[config.mk]
export PLATFORM = sky130hd
export DESIGN_NAME = cmd_loader
export DESIGN_NICKNAME = d
export VERILOG_FILES = /design/src/rtl/cmd_loader.sv
export SDC_FILE = /design/constraint.sdc
export NUM_CORES = 1
export LEC_CHECK = 0
export BUFFER_PORTS_ARGS = -buffer_cell sky130_fd_sc_hd__clkbuf_2
export CAP_MARGIN = 10
export CORE_MARGIN = 2
export CORE_UTILIZATION = 45
export CTS_CLUSTER_DIAMETER = 80
export DETAILED_ROUTE_END_ITERATION = 10
export PLACE_DENSITY = 0.66
export SKIP_CTS_REPAIR_TIMING = 1
export SYNTH_ARGS = -nofsm -noshare
export SYNTH_HDL_FRONTEND = slang
export SYNTH_SLANG_ARGS = --single-unit
[constraint.sdc]
create_clock -name clk -period 6.9 [get_ports clk]
set_input_delay 1.38 -clock clk [delete_from_list [all_inputs] [get_ports clk]]
set_output_delay 1.38 -clock clk [all_outputs]
set_load 0.02 [all_outputs]
[src/rtl/cmd_loader.sv]
// Byte-stream command loader: parses A5-framed word streams into command memory
// and holds the core until a frame is loaded with a good checksum.
module cmd_loader (
    input  logic        clk,
    input  logic        reset,
    input  logic [7:0]  rx_data,
    input  logic        rx_valid,
    output logic        rx_ready,
    output logic        mem_we,
    output logic [11:0] mem_addr,
    output logic [31:0] mem_wdata,
    output logic        core_hold,
    output logic        done,
    output logic        err,
    output logic [12:0] words_loaded
);

    typedef enum logic [2:0] {
        S_IDLE,
        S_LEN_LO,
        S_LEN_HI,
        S_DATA,
        S_CSUM,
        S_DONE,
        S_ERR
    } state_t;

    state_t      state_q, state_d;
    logic [7:0]  lo_q, lo_d;
    logic [12:0] len_q, len_d;
    logic [1:0]  byte_cnt_q, byte_cnt_d;
    logic [23:0] word_q, word_d;
    logic [7:0]  xor_q, xor_d;
    logic [12:0] words_q, words_d;
    logic        mem_we_q, mem_we_d;
    logic [11:0] mem_addr_q, mem_addr_d;
    logic [31:0] mem_wdata_q, mem_wdata_d;
    logic [15:0] len_n;

    assign len_n = {rx_data, lo_q};

    always_comb begin
        state_d     = state_q;
        lo_d        = lo_q;
        len_d       = len_q;
        byte_cnt_d  = byte_cnt_q;
        word_d      = word_q;
        xor_d       = xor_q;
        words_d     = words_q;
        mem_we_d    = 1'b0;
        mem_addr_d  = mem_addr_q;
        mem_wdata_d = mem_wdata_q;
        if (rx_valid) begin
            unique case (state_q)
                S_IDLE, S_DONE, S_ERR: begin
                    if (rx_data == 8'hA5) begin
                        state_d    = S_LEN_LO;
                        words_d    = 13'd0;
                        xor_d      = 8'h00;
                        byte_cnt_d = 2'd0;
                    end
                end
                S_LEN_LO: begin
                    lo_d    = rx_data;
                    state_d = S_LEN_HI;
                end
                S_LEN_HI: begin
                    len_d = len_n[12:0];
                    if (len_n == 16'd0 || len_n > 16'd4096)
                        state_d = S_ERR;
                    else
                        state_d = S_DATA;
                end
                S_DATA: begin
                    xor_d      = xor_q ^ rx_data;
                    byte_cnt_d = byte_cnt_q + 2'd1;
                    unique case (byte_cnt_q)
                        2'd0: word_d[7:0]   = rx_data;
                        2'd1: word_d[15:8]  = rx_data;
                        2'd2: word_d[23:16] = rx_data;
                        2'd3: begin
                            mem_we_d    = 1'b1;
                            mem_addr_d  = words_q[11:0];
                            mem_wdata_d = {rx_data, word_q};
                            words_d     = words_q + 13'd1;
                            if (words_q == len_q - 13'd1)
                                state_d = S_CSUM;
                        end
                    endcase
                end
                S_CSUM: begin
                    state_d = (rx_data == xor_q) ? S_DONE : S_ERR;
                end
                default: state_d = S_IDLE;
            endcase
        end
    end

    // Reset wins over a byte accepted in the same cycle.
    always_ff @(posedge clk) begin
        if (reset) begin
            state_q     <= S_IDLE;
            lo_q        <= 8'h00;
            len_q       <= 13'd0;
            byte_cnt_q  <= 2'd0;
            word_q      <= 24'h0;
            xor_q       <= 8'h00;
            words_q     <= 13'd0;
            mem_we_q    <= 1'b0;
            mem_addr_q  <= 12'd0;
            mem_wdata_q <= 32'h0;
        end else begin
            state_q     <= state_d;
            lo_q        <= lo_d;
            len_q       <= len_d;
            byte_cnt_q  <= byte_cnt_d;
            word_q      <= word_d;
            xor_q       <= xor_d;
            words_q     <= words_d;
            mem_we_q    <= mem_we_d;
            mem_addr_q  <= mem_addr_d;
            mem_wdata_q <= mem_wdata_d;
        end
    end

    assign rx_ready     = 1'b1;
    assign mem_we       = mem_we_q;
    assign mem_addr     = mem_addr_q;
    assign mem_wdata    = mem_wdata_q;
    assign words_loaded = words_q;
    assign core_hold    = (state_q != S_DONE);
    assign done         = (state_q == S_DONE);
    assign err          = (state_q == S_ERR);

endmodule

# Yosys cells after proc, flatten, opt, wreduce, memory -nomap -nowiden
# Cells that the tools add are included.
[classes] add_sub_neg=3 n_mul=0 n_div=0 n_lt_le_gt_ge=1 eq_ne=16 shift=0 muxes=14 n_bitwise=3 reduce_logical=16
[op_table] operator="$mux W13" n=2
[op_table] operator="$pmux W13 S2" n=1
[op_table] operator="$gt A16 B13 Y1 const B" n=1
[op_table] operator="$logic_not A16 Y1" n=1
[op_table] operator="$pmux W8 S2" n=1
[op_table] operator="$pmux W3 S5" n=1
[op_table] operator="$reduce_and A3 Y1" n=5
[op_table] operator="$add A13 B1 Y13 const B" n=1
[op_table] operator="$eq A13 B13 Y1" n=1
[op_table] operator="$sub A13 B1 Y13 const B" n=1
[op_table] operator="$mux W3" n=4
[op_table] operator="$eq A3 B3 Y1 const B" n=3
[op_table] operator="$eq A8 B8 Y1" n=1
[op_table] operator="$eq A8 B8 Y1 const B" n=1
[op_table] operator="$mux W8" n=1
[op_table] operator="$reduce_and A4 Y1" n=2
[op_table] operator="$xor A8 B8 Y8" n=1
[op_table] operator="$eq A3 B2 Y1 const B" n=2
[op_table] operator="$ne A2 B2 Y1 const B" n=3
[op_table] operator="$reduce_or A3 Y1" n=2
[op_table] operator="$eq A2 B2 Y1 const B" n=2
[op_table] operator="$mux W2" n=2
[op_table] operator="$pmux W2 S2" n=1
[op_table] operator="$reduce_and A2 Y1" n=2
[op_table] operator="other kinds (10)" n=11
[word_totals] regBits=116 latchBits=0 ramBits=0 romBits=0 in_bits=11 output_inout_bits=62 word_cells=65 mem_count=0

# Longest topological paths before layout
[depth] ltp_word=5 mapped_depth=9 depth_no_buf=8

# Worst setup path after synthesis
# No wires, ideal clock.
[synth_timing] path_type="input -> register" from="input port rx_data[1]" to="register words_q[11], in the netlist words_loaded[11]" setup_time_ns=0.117 arrival_time_ns=3.120 t_required_ns=6.783 slack_ns=3.663 path_stages=7 path_buffers=1 path_cell_list="clkbuf_1 or4bb_1 a2111oi_4 o21ai_2 nor4_1 xnor2_1 nor2_1"
[synth_via] elab_chain_len=3
[synth_lines] element="from (decl)" line_no="6" rtl="input logic [7:0] rx_data,"
[synth_lines] element="$eq A8 B8 Y1" line_no="56" rtl="if (rx_data == 8'hA5) begin"
[synth_lines] element="$ne A2 B2 Y1 (no line)"
[synth_lines] element="$reduce_and A4 Y1 (no line)"
[synth_lines] element="to (signal assigned)" line_no="119" rtl="words_q <= words_d;"
[synth_lines] element="to (decl)" line_no="34" rtl="logic [12:0] words_q, words_d;"
# No other way between the ends.
# A chain may end at the register's enable or synchronous reset.

# Worst setup path after layout
[layout_timing] from="input port rx_data[3]" to="register words_q[6], in the netlist words_loaded[6]"
# The elaborated chain is that of the path after synthesis.

==> results.md <==
* Outcome: finished, final reports clean
* Final Wtd Congestion at 0.8467
* Syn Inst Count at 659
* Vias in the first global route at 4333
* PnR worst setup slack at 3.399 ns
* Multi-input gate area at 2565 sq um
* Synthesized flop and latch total at 116
* Design area at 6122 sq um
* Critical Path Source: rx_data[3]
* EDFF count, synth at 0
* Vias at 4688
* Final Non-Filler Cells at 858
* RR Endpoint: words_loaded[6]
* Total Wirelength at 12840 microns
* Reg clk slew, reported paths at 0.05 ns
* Final Hold Viols at 0
* Final worst path period share at 50.73%
* CTS tree: built
* Storage cell area at 2322 sq um
* Synth Cell Area at 5142 sq um
* Synth async-reset ratio at 0%
* Synth unique cells at 57
* Nets at 721
* Synth Area per Inst at 7.803 sq um
* Reg-to-Reg Start: state_q[2]
* Syn. warnings at 0
* Worst Clk Skew at 0.009442 ns
* Die width at 110.9 microns
* Synth Net Count at 676
* Setup tns final at 0 ns
* Slew headroom at 30.31%
* Worst slew pin tran at 1.045 ns
* CP endpoint kind: flip-flop
* Largest net degree at the start of global routing at 105
* Placed inst area at 5503 sq um
* Crit path kind: in -> reg
* Unrepaired setup endpoints after global routing: no
* DRC violations left at 0
* Gr usage total at 21.52%
* Remaining Overflow, GRT at 0
* Pwr Density at 263.7 nW/um^2
* Setup-failing EPs final at 0
* FP Rows at 39
* Post-route antenna net violation count at 0
* H-tree levels at 4
* Root Driver: clkbuf_16
* Clock Latency Late Sink at 0.41 ns
* ANT cells at 0
* Static Leak at 2.228 nW
* Fillers at 1061
* VDD IR max at 0.1873 mV
* Area growth syn-to-layout at 19.05%
* Initial Utilization at 45.62%
* Achievable Freq at 285.7 MHz
* Worst hold path type: reg -> reg
* Sequential share of the synthesized area at 45.16%
* Die Y at 110.9 microns
* Avg WL per Cell at 14.97 microns
* Placed cells at 827
* I/O Buffers at 71
* Max-cap violation count at 0
* First-pass GRT wire length at 21310 microns
* Via density per instance at 5.464
* Critical Path Fanout Max at 13
* CP Capture Point: words_loaded[6]
* Drt initial violations at 358
* Fin crit period at 3.501 ns
* Drt first pass iters at 5
* Internal reg-to-reg setup slack at 4.21 ns
* Antenna violations before repair at 0
* Pre-CTS setup slack at 3.060 ns
* CP Launch Type: input pin
* Max clock buf depth at 2
* CTS buffer count at 17
* FF-to-FF path depth at 5
* Dpl hpwl at 8569 microns
* Core area at 11270 sq um
* Total power at 1.614 mW
* Die area at 12300 sq um
* Max Transition Viols Final at 0
* Synth Flop Type: dfxtp_1
* Critical Path RT at 7.16 ns
* Layout cells sized above 1 at 15.80%
* Critical path arrival at 3.76 ns
* Clk sinks at 116
* Top Ports at 73
[layout make-up]
| type | count | area share, % |
|---|---|---|
| Multi-Input combinational cell | 479 | 41.90 |
| Sequential cell | 116 | 37.93 |
| Clock buffer | 21 | 7.521 |
| Timing Repair Buffer | 75 | 6.295 |
| Tap cell | 143 | 2.923 |
| Clock inverter | 9 | 2.514 |
| Inverter | 15 | 0.9197 |
[sequential cells by signal, indices dropped and copies added (netlist names)]
register / flops
word_q: 24
mem_addr: 12
mem_wdata: 32
words_loaded: 13
len_q: 13
mem_we: 1
byte_cnt_q: 2
lo_q: 8
state_q: 3
xor_q: 8
[logic make-up (layout without fill, tap and decap cells)]
group / after synthesis / after routing / synth area share, %
mux: 2 / 2 / 0.3893
fa+ha+maj: 6 / 6 / 1.460
xor+xnor: 33 / 33 / 5.620
buf+inv: 64 / 120 / 4.963
other cells: 1 / 1 / 0.07292
compound gates: 146 / 146 / 16.16
flops: 116 / 116 / 45.16
simple gates: 291 / 291 / 26.18
[cell usage after synthesis (2+ instances only)]
library cell	instances	share of area (%)
nor2b_1	2	0.24
o21ai_1	2	0.19
a211oi_1	2	0.29
nand2_1	171	12
a21oi_1	104	10
and3_1	5	0.61
dfxtp_1	116	45
ha_1	6	1.5
or2_2	2	0.24
xnor2_1	26	4.4
nor2_1	31	2.3
nand4_1	5	0.61
and2_1	2	0.24
o21a_1	3	0.44
a31oi_1	3	0.37
nor3b_1	2	0.29
nor4_1	9	1.1
or3_1	5	0.61
xor2_1	7	1.2
nand3b_1	8	1.2
o31ai_1	3	0.44
inv_1	15	1.1
buf_2	3	0.29
clkbuf_1	44	3.2
mux2i_1	2	0.39
o21ai_0	14	1.4
nand3_1	29	2.8
a22oi_1	2	0.29
nor3_1	5	0.49
nor4b_1	3	0.51
or4_1	2	0.29
[how the worst min path moves through the flow]
stage / from / endpoint / slack, ns / cells after the start
floorplan: word_q[0] / mem_wdata[0] / 0.43 / 2
global placement: word_q[8] / mem_wdata[8] / 0.44 / 2
detailed placement: mem_wdata[27] / mem_wdata[27] / 0.45 / 2
CTS: mem_wdata[15] / mem_wdata[15] / 0.45 / 2
global route: word_q[6] / mem_wdata[6] / 0.46 / 2
finish: mem_wdata[15] / mem_wdata[15] / 0.45 / 2
[critical path: stages]
cell,delay [ns]
clkbuf_2,0.22
or4bb_1,0.58
a2111oi_4,0.33
o21ai_1,0.28
o21ai_1,0.83
nor2_1,0.13
[through the flow]
| step | utilization (%) | hold slack (ns) |
|---|---|---|
| floorplan | - | 0.4321 |
| global placement | 48.82 | 0.4424 |
| detailed placement | 48.82 | 0.4467 |
| CTS | 54.27 | 0.4544 |
| global route | 54.31 | 0.4612 |
| finish | 54.31 | 0.4517 |
[cell usage in the layout (no fill, tap or decap), types with 3 or more instances in the layout]
master,Yosys,layout
xor2_1,7,7
nor4_1,9,9
bufinv_16,0,4
clkbuf_16,0,17
buf_4,1,4
nor3_1,5,5
o31ai_1,3,3
or3_1,5,5
nor4b_1,3,3
o21a_1,3,3
nand3_1,29,29
nand3b_1,8,8
and3_1,5,5
nand2_1,171,171
a21oi_1,104,104
ha_1,6,6
o21ai_0,14,14
nor2_1,31,31
a31oi_1,3,3
inv_1,15,15
clkbuf_2,0,71
xnor2_1,26,26
dfxtp_1,116,116
nand4_1,5,5
[power by group]
group / internal (mW) / switching (mW) / total [mW]
sequential: 0.671 / 0.000244 / 0.671
clock: 0.617 / 0.295 / 0.912
combinational: 0.00639 / 0.0245 / 0.0309
total: 1.29 / 0.320 / 1.61
[metal layers]
| metal | wire [microns] | global-route usage (%) |
|---|---|---|
| met3 | 697 | 6.342 |
| met4 | 256 | 8.417 |
| met5 | 0 | 0 |
| met1 | 5767 | 26.66 |
| met2 | 6122 | 35.30 |
No activity file was read; power rests on OpenSTA's default activity.
